[config.mk]
export PLATFORM = sky130hd
export DESIGN_NAME = n_adder_flat
export DESIGN_NICKNAME = d
export VERILOG_FILES = /design/src/rtl/n_adder_pkg.sv /design/src/rtl/n_adder_if.sv /design/src/rtl/n_adder_full_adder.sv /design/src/rtl/n_adder.sv /design/src/flat_wrapper.sv
export SDC_FILE = /design/constraint.sdc
export NUM_CORES = 1
export LEC_CHECK = 0
export CORE_AREA = 2 2 39 41
export DETAILED_ROUTE_END_ITERATION = 12
export DIE_AREA = 0 0 41 43
export PLACE_DENSITY = 0.7
export SYNTH_ARGS = -nofsm -noshare
export SYNTH_HDL_FRONTEND = slang
export SYNTH_HIERARCHICAL = 1
export SYNTH_SLANG_ARGS = --single-unit
[constraint.sdc]
create_clock -name clk -period 5.65 [get_ports clk]
set_input_delay 1.695 -clock clk [delete_from_list [all_inputs] [get_ports clk]]
set_output_delay 1.695 -clock clk [all_outputs]
set_load 0.005 [all_outputs]
[src/rtl/n_adder_pkg.sv]
// n_adder shared types, defaults and reference helper.
// Optional overflow flag: N_ADDER_OVF_EN.
package n_adder_pkg;

  localparam int N_ADDER_DEFAULT_W = 8;
  localparam int N_ADDER_MAX_W     = 64;

  // Reference {carry, sum} of a w-bit add; operands must fit in w bits.
  function automatic logic [64:0] expected_sum(
    input logic [63:0] a,
    input logic [63:0] b,
    input logic        c_in,
    input int unsigned w
  );
    logic [64:0] full;
    logic [64:0] mask;
    full = {1'b0, a} + {1'b0, b} + {64'd0, c_in};
    mask = (65'd1 << (w + 1)) - 65'd1;
    return full & mask;
  endfunction

endpackage

[src/rtl/n_adder_if.sv]
// n_adder operand/result bundle with master/slave views.
// ovf exists only with N_ADDER_OVF_EN.
interface n_adder_if #(
  parameter int N = 8
);

  logic [N-1:0] A;
  logic [N-1:0] B;
  logic         c_in;
  logic [N-1:0] S;
  logic         c_out;
`ifdef N_ADDER_OVF_EN
  logic         ovf;
`endif

`ifdef N_ADDER_OVF_EN
  modport master (
    output A, B, c_in,
    input  S, c_out, ovf
  );

  modport slave (
    input  A, B, c_in,
    output S, c_out, ovf
  );
`else
  modport master (
    output A, B, c_in,
    input  S, c_out
  );

  modport slave (
    input  A, B, c_in,
    output S, c_out
  );
`endif

endinterface

[src/rtl/n_adder_full_adder.sv]
// One-bit full adder cell for the n_adder ripple chain.
// Optional overflow flag: N_ADDER_OVF_EN (unused here).
module full_adder (
  input  logic a,
  input  logic b,
  input  logic ci,
  output logic s,
  output logic co
);

  logic p;

  // Propagate term shared by sum and carry.
  always_comb begin
    p  = a ^ b;
    s  = p ^ ci;
    co = (a & b) | (ci & p);
  end

endmodule

[src/rtl/n_adder.sv]
// Registered N-bit ripple-carry adder, 1-cycle latency.
// Optional signed overflow output: N_ADDER_OVF_EN.
module n_adder
  import n_adder_pkg::*;
#(
  parameter int N = N_ADDER_DEFAULT_W
) (
  input logic     clk,
  input logic     rstn,
  n_adder_if.slave bus
);

  logic [N:0]   c;
  logic [N-1:0] s_next;
  logic [N-1:0] s_q;
  logic         c_out_q;

  assign c[0] = bus.c_in;

  for (genvar i = 0; i < N; i++) begin : g_fa
    full_adder u_fa (
      .a  (bus.A[i]),
      .b  (bus.B[i]),
      .ci (c[i]),
      .s  (s_next[i]),
      .co (c[i+1])
    );
  end

  // Sum and carry registers; reset wins over the sum in flight.
  always_ff @(posedge clk) begin
    if (!rstn) begin
      s_q     <= '0;
      c_out_q <= 1'b0;
    end else begin
      s_q     <= s_next;
      c_out_q <= c[N];
    end
  end

  assign bus.S     = s_q;
  assign bus.c_out = c_out_q;

`ifdef N_ADDER_OVF_EN
  logic ovf_q;

  // Signed overflow: carry into and out of the sign bit differ.
  always_ff @(posedge clk) begin
    if (!rstn) begin
      ovf_q <= 1'b0;
    end else begin
      ovf_q <= c[N] ^ c[N-1];
    end
  end

  assign bus.ovf = ovf_q;
`endif

endmodule

[src/flat_wrapper.sv]
// flat-port wrapper written by rule: the top's interface ports become plain ports
module n_adder_flat import n_adder_pkg::*;
#(
  parameter int N = N_ADDER_DEFAULT_W
)
  (clk, rstn, bus_A, bus_B, bus_c_in, bus_S, bus_c_out);
  n_adder_if #(.N(N)) bus_i ();
  input logic clk;
  input logic rstn;
  input wire logic [$bits(bus_i.A)-1:0] bus_A;
  input wire logic [$bits(bus_i.B)-1:0] bus_B;
  input wire logic [$bits(bus_i.c_in)-1:0] bus_c_in;
  output wire logic [$bits(bus_i.S)-1:0] bus_S;
  output wire logic [$bits(bus_i.c_out)-1:0] bus_c_out;
  assign bus_i.A = bus_A;
  assign bus_i.B = bus_B;
  assign bus_i.c_in = bus_c_in;
  assign bus_S = bus_i.S;
  assign bus_c_out = bus_i.c_out;
  n_adder #(.N(N)) u_core (.clk(clk), .rstn(rstn), .bus(bus_i));
endmodule
**After elaboration in Yosys (flattened, before gate mapping)**

Index checks and enable logic that the tools add are counted.

- Bitwise gates (word level): 40

Operators with widths:

| kind | number |
|---|---|
| 1-bit AND | 16 |
| 1-bit XOR | 16 |
| 1-bit OR | 8 |

- Flip-flop bits (word level): 9
- Input bits: 19
- Output and inout port bits: 9
- Word-level logic and storage cells: 42

**Logic depth before layout (Yosys ltp)**

Gate-level depths: netlist of run 1.

- Depth after elaboration: 17
- Mapped depth: 9
- Depth with buffers taken out: 9

**By module**

Netlist of run 1, hierarchy kept.

Modules (own cells, without submodules):

| module | instances | cells each | area each (sq um) | sequential area each (sq um) |
|---|---|---|---|---|
| n_adder | 1 | 18 | 236.5 | 180.2 |
| full_adder | 8 | 1 | 20.0 | 0.0 |

**Least setup slack after synthesis of run 1**

OpenSTA, ideal clock, no wires.

- Path type: input to register
- Start: input bus_A[0]
- End: register u_core.s_q[7], in the netlist u_core/bus.S[7]
- Library setup time: 0.115 ns
- Cell stages on the path: 9
- Arrival: 4.957 ns
- Slack: 0.578 ns
- Path buffers: 0
- Required time: 5.535 ns
- Cells stage by stage: fa_1 -> fa_1 -> fa_1 -> fa_1 -> fa_1 -> fa_1 -> fa_1 -> fa_1 -> and2_1

- Word-level cells in the longest chain between the ends: 16
- Elaborated cells between the ends (all ways): 17
- Classes of those cells: bitwise (17)

RTL lines:

| element | line | text |
|---|---|---|
| from (decl) | flat_wrapper.sv:10 | `input wire logic [$bits(bus_i.A)-1:0] bus_A;` |
| 1-bit XOR | n_adder_full_adder.sv:15 | `p = a ^ b;` |
| 1-bit AND | n_adder_full_adder.sv:17 | `co = (a & b) \| (ci & p);` |
| 1-bit OR (*) | n_adder_full_adder.sv:17 |  |
| 1-bit AND (*) | n_adder_full_adder.sv:17 |  |
| 1-bit OR (*) | n_adder_full_adder.sv:17 |  |
| net u_core.c[2] | n_adder.sv:13 | `logic [N:0] c;` |
| 1-bit AND (*) | n_adder_full_adder.sv:17 |  |
| 1-bit OR (*) | n_adder_full_adder.sv:17 |  |
| net u_core.c[3] | n_adder.sv:13 |  |
| (+2 left out) | -- |  |
| net u_core.c[4] | n_adder.sv:13 |  |
| (+2 left out) | -- |  |
| net u_core.c[5] | n_adder.sv:13 |  |
| 1-bit AND (*) | n_adder_full_adder.sv:17 |  |
| 1-bit OR (*) | n_adder_full_adder.sv:17 |  |
| net u_core.c[6] | n_adder.sv:13 |  |
| 1-bit AND (*) | n_adder_full_adder.sv:17 |  |
| 1-bit OR (*) | n_adder_full_adder.sv:17 |  |
| net u_core.c[7] | n_adder.sv:13 |  |
| 1-bit XOR (*) | n_adder_full_adder.sv:16 | `s = p ^ ci;` |
| net u_core.s_next[7] | n_adder.sv:14 | `logic [N-1:0] s_next;` |
| to (signal assigned) | n_adder.sv:36 | `s_q <= s_next;` |
| to (decl) | n_adder.sv:15 | `logic [N-1:0] s_q;` |

Mark *: on every way through the listed nets, which the timed path passes. The rest lies on a longest branch.
A chain may end at the register's enable or synchronous reset.

**Worst setup path after layout of run 1**

- Start: input bus_A[0]
- End: register u_core.s_q[7], in the netlist u_core/bus.S[7]

- Word-level cells in the longest chain between the ends: 16
- Elaborated cells between the ends (all ways): 17
- Classes of those cells: bitwise (17)

RTL lines:

| element | line |
|---|---|
| 1-bit XOR | n_adder_full_adder.sv:15 |
| 1-bit AND | n_adder_full_adder.sv:17 |
| 1-bit OR (*) | n_adder_full_adder.sv:17 |
| net u_core.c[1] | n_adder.sv:13 |
| 1-bit AND (*) | n_adder_full_adder.sv:17 |
| 1-bit OR (*) | n_adder_full_adder.sv:17 |
| net u_core.c[2] | n_adder.sv:13 |
| 1-bit AND (*) | n_adder_full_adder.sv:17 |
| (+1 left out) | -- |
| net u_core.c[3] | n_adder.sv:13 |
| (+2 left out) | -- |
| net u_core.c[4] | n_adder.sv:13 |
| (+2 left out) | -- |
| net u_core.c[5] | n_adder.sv:13 |
| 1-bit AND (*) | n_adder_full_adder.sv:17 |
| 1-bit OR (*) | n_adder_full_adder.sv:17 |
| net u_core.c[6] | n_adder.sv:13 |
| 1-bit AND (*) | n_adder_full_adder.sv:17 |
| 1-bit OR (*) | n_adder_full_adder.sv:17 |
| net u_core.c[7] | n_adder.sv:13 |
| 1-bit XOR (*) | n_adder_full_adder.sv:16 |
| net u_core.s_next[7] | n_adder.sv:14 |

Marks and branches as above.

==> results of run 1 <==
==> worst paths after layout <==
check     start                          to  slack, ns  cells past startpoint
max    bus_A[0]  u_core/bus.S[7]$_SDFF_PN0_       0.31                     10
min        rstn  u_core/bus.S[3]$_SDFF_PN0_       2.20                      2
==> state kept, by name, indices dropped and copies added (netlist names) <==
name / count
u_core/bus.S: 8
u_core/bus.c_out: 1
==> power by group <==
part	total, W	leakage [nW]	switching [W]	internal [W]
Sequential	0.0000730	0.0750	0.00000174	0.0000713
Clock	0.0000454	0.0150	0.0000184	0.0000270
Combinational	0.0000459	0.186	0.0000139	0.0000320
Total	0.000164	0.276	0.0000341	0.000130
==> cell type report <==
type,instances,area (µm²)
sequential,9,180
fill,149,671
multi-input combinational,17,216
clock buffer,4,26.3
tap,16,20.0
timing repair buffer,27,270
==> metrics by stage <==
step                       util  power (W)  setup WS [ns]  std cells  instance area [µm²]
after global routing      0.515   0.000179          0.184         73                  713
after detailed placement  0.496   0.000122         0.0162         69                  687
final                     0.515   0.000164          0.309         73                  713
after floorplan               -  0.0000875          0.578         26                  397
after global placement    0.496   0.000121         0.0650         69                  687
after CTS                 0.515   0.000169          0.280         73                  713
==> Yosys cell counts <==
master and number:
and2_1 9, dfxtp_1 9, fa_1 8
==> cells by family (layout without fill, tap and decap cells) <==
family,Yosys count,after routing
adders and majority gates,8,8
and+or+nand+nor,9,9
DFF,9,9
buffers and inverters,0,31
==> routing by layer <==
metal / track usage / wire length, µm / vias up
met4: 0.0400 / 0 / 0
li1: - / - / 140
met2: 0.203 / 400 / 26
met3: 0.0524 / 151 / 0
met5: 0 / 0 / -
met1: 0.0990 / 234 / 136
==> results.toml, run 1 <==
[run_status]
status = "complete, no violations"

[timing]
fin_crit_ns = 5.34
finalHoldViolations = 0
tns_ns = 0
rsz0062_at_grt = "no"
finalSetupViolations = 0
min_period_over_period = 0.945
slew_headroom = 0.853
worstMarginPinSlew_ns = 0.220
final_max_slew_viol_count = 0
max_freq_ghz = 0.187
whs_ns = 2.20

[grt]
grt_overflow = 0
grt_max_degree = 10
grt_pass1_vias = 336
antenna_found_initial = 0
grt_pass1_wl_um = 1300
grt_usage = 0.112

[routing]
drtAntennaViolNets = 0
wl_per_cell_um = 10.8
drc = 0
vias = 302
routed_wl_um = 786
viasPerCell = 4.14
first_pass_iters = 1
detail_route.iter0.violations = 0

[yosys]
synth.distinct_cells = 3
ys_warn_count = 6
synth-xor-area-share = 0
synth-simple-area-share = 0.142
synth.area.top_cells = "dfxtp_1 45%, fa_1 40%, and2_1 14%"
yosysTopAreaCell = "dfxtp_1"
synth-seq-cells = 9
synth_top_family_by_area = "adder cells"
postSynthCellCount = 26
syn-num-nets = 53
yosys.area_share.adder = 0.404
synth.top_cell.area_share = 0.454
syn-cell-area_um2 = 397
synth_compound_area_frac = 0
ys_seq_area_frac = 0.454
synth_area_per_cell_um2 = 15.3
synth_mux_area_frac = 0

[floorplan]
die-area_um2 = 1760
start_util = 0.287
coreArea_um2 = 1380
die_w_um = 41
io-pin-count = 28
dieHeight_um = 43
rows = 14

[clock_tree]
cts_tree = "built"
post_cts_buffers = 0
cts_max_level = 1
clk_pin_slew_worst_paths_ns = 0.06
root_buffer = "clkbuf_4"
postCtsHoldBufs = 0
cts_sinks = 9
cts_resized = 0
cts_made_buffers = 3
clockBufferDepth = 2

[layout]
num_antenna_cells = 0
area_delta_synth_final_pct = 79.8
drive_gt1_frac = 0.0526
finalNetCount = 85
layout_commonest_cell = "clkdlybuf4s50_1"
final_cell_mix = "27 x clkdlybuf4s50_1, 9 x and2_1, 9 x dfxtp_1"

[placement]
port_buffers = 27
gp_congestion = 0.637
hpwl_um = 758

[setup_path]
crit_type = "input pin to flop"
critical_path.max_fanout = 1
max_stage_delay_ns = 0.44
critPathArrivalTime_ns = 5.48
cpMaxStageDelayCell = "fa_1"
crit_family = "adder cells"
critPathLaunchType = "input pin"
crit_chain = "clkdlybuf4s50_1, fa_1, fa_1, fa_1, fa_1, fa_1, fa_1, fa_1, fa_1, and2_1"
endpoint_kind = "flop"
cp.required_ns = 5.79
crit_top_cell = "fa_1"
cp_num_buf_inv = 1

[power_and_ir_drop]
p_leak_nw = 0.276
ir_drop_mv = 0.142
p_per_area_nw_per_um2 = 230

[job]
drv_cap = 0

[worst_hold_path]
hp-class = "input pin to flop"
Power figures use the tool's default switching activity.
==> run 2, diff against run 1 <==
- CAP_MARGIN: default -> 30
- CORE_AREA: 2 2 39 41 -> 8 8 45 47
- DIE_AREA: 0 0 41 43 -> 0 0 53 55
==> run 2 against run 1 <==
Total power up 1.5%. Clock-buffer cell count stayed put. Die area rose by 65%. Routed wire length rose by 26%. Sequential cell count is the same. Core utilization unchanged. Sequential power about the same. Critical path depth stayed put. Combinational power is 3% higher. Highest routed layer unchanged.
==> results.toml, run 2 (synthesis results as in run 1) <==
[clock_tree]
cts_max_level = 1
clk_pin_slew_worst_paths_ns = 0.06
clockBufferDepth = 2
post_cts_buffers = 0
cts_made_buffers = 3
cts_resized = 0
cts_tree = "built"
postCtsHoldBufs = 0
cts_sinks = 9
root_buffer = "clkbuf_4"

[routing]
routed_wl_um = 993
drc = 0
drtAntennaViolNets = 0
detail_route.iter0.violations = 0
first_pass_iters = 1
vias = 305
wl_per_cell_um = 13.6
viasPerCell = 4.18

[setup_path]
cp_num_buf_inv = 1
max_stage_delay_ns = 0.45
critical_path.max_fanout = 1
cp.required_ns = 5.80
critPathArrivalTime_ns = 5.51
crit_type = "input pin to flop"
endpoint_kind = "flop"
crit_top_cell = "fa_1"
critPathLaunchType = "input pin"
cpMaxStageDelayCell = "fa_1"
crit_family = "adder cells"
crit_chain = "clkdlybuf4s50_1, fa_1, fa_1, fa_1, fa_1, fa_1, fa_1, fa_1, fa_1, and2_1"

[power_and_ir_drop]
finalPower_w = 0.000167
pwr-share-clk = 0.277
p_sw_frac = 0.216
p_per_area_nw_per_um2 = 234
p_switching_w = 0.0000360
ir_drop_mv = 0.115
p_leak_nw = 0.276
p_int_w = 0.000131
seq_power_share = 0.439
combPwrFrac = 0.284

[floorplan]
die-area_um2 = 2920
dieHeight_um = 55
coreArea_um2 = 1380
io-pin-count = 28
rows = 14
start_util = 0.287
die_w_um = 53

[run_status]
status = "complete, no violations"

[timing]
finalHoldViolations = 0
worstMarginPinSlew_ns = 0.230
min_period_over_period = 0.949
final_max_slew_viol_count = 0
max_freq_ghz = 0.187
finalSetupViolations = 0
rsz0062_at_grt = "no"
slew_headroom = 0.846
fin_crit_ns = 5.36

[grt]
antenna_found_initial = 0
grt_pass1_vias = 369
grt_max_degree = 10
grt_usage = 0.0800
grt_pass1_wl_um = 1670
grt_overflow = 0

[placement]
port_buffers = 27
gp_congestion = 0.766
hpwl_um = 902

[layout]
largest_reg_flops = 8
fillers = 130
layout_commonest_cell = "clkdlybuf4s50_1"
num_antenna_cells = 0
drive_gt1_frac = 0.0526
finalNetCount = 85
post-route-util = 0.515
area_delta_synth_final_pct = 79.8
final_cell_mix = "27 x clkdlybuf4s50_1, 9 x and2_1, 9 x dfxtp_1"

[job]
drv_cap = 0

[worst_hold_path]
hp-class = "input pin to flop"
[run 2: cell counts in the layout (fill, tap and decap cells not counted)]
No cell type changed its count.
[run 2: per-layer routing]
layer  share of wire  track usage
met2            0.38        0.121
met5               0            0
met4               0       0.0388
met3            0.22       0.0588
met1            0.40       0.0813
[run 2: final cells by class]
cell class	instances	area [µm²]	area share
Clock buffer	4	26.3	0.0368
Multi-Input combinational cell	17	216	0.304
Sequential cell	9	180	0.253
Tap cell	16	20.0	0.0281
Timing Repair Buffer	27	270	0.379
[run 2: power groups by stage]
| stage | clock [W] | sequential (W) | combinational, W |
|---|---|---|---|
| 2_1_floorplan | 0 | 0.0000757 | 0.0000117 |
| 3_3_place_gp | 0 | 0.0000744 | 0.0000482 |
| 3_5_place_dp | 0 | 0.0000748 | 0.0000482 |
| 4_1_cts | 0.0000496 | 0.0000734 | 0.0000487 |
| 5_1_grt | 0.0000535 | 0.0000736 | 0.0000530 |
| 6_report | 0.0000463 | 0.0000732 | 0.0000474 |
[run 2: final timing paths]
path,slack [ns],cells past startpoint,endpoint,start
setup / recovery,0.29,10,u_core/bus.S[7]$_SDFF_PN0_,bus_A[0]
hold / removal,2.20,2,u_core/bus.c_out$_SDFF_PN0_,rstn
[run 2: stage by stage]
| stage | worst slack, ns | hold WS (ns) | setup TNS (ns) | cell area (µm²) | instances |
|---|---|---|---|---|---|
| after detailed placement | -0.00213 | 2.41 | -0.00213 | 687 | 69 |
| after global placement | 0.0560 | 2.41 | 0 | 687 | 69 |
| final | 0.288 | 2.20 | 0 | 713 | 73 |
| after CTS | 0.283 | 2.21 | 0 | 713 | 73 |
| after floorplan | 0.578 | 1.82 | 0 | 397 | 26 |
| after global routing | 0.157 | 2.22 | 0 | 713 | 73 |
==> run 3, diff against run 2 <==
- HOLD_SLACK_MARGIN: default -> 0.15
==> results of run 3 <==
Same layout as run 2: the final DEF is identical, and so are final timing and power.
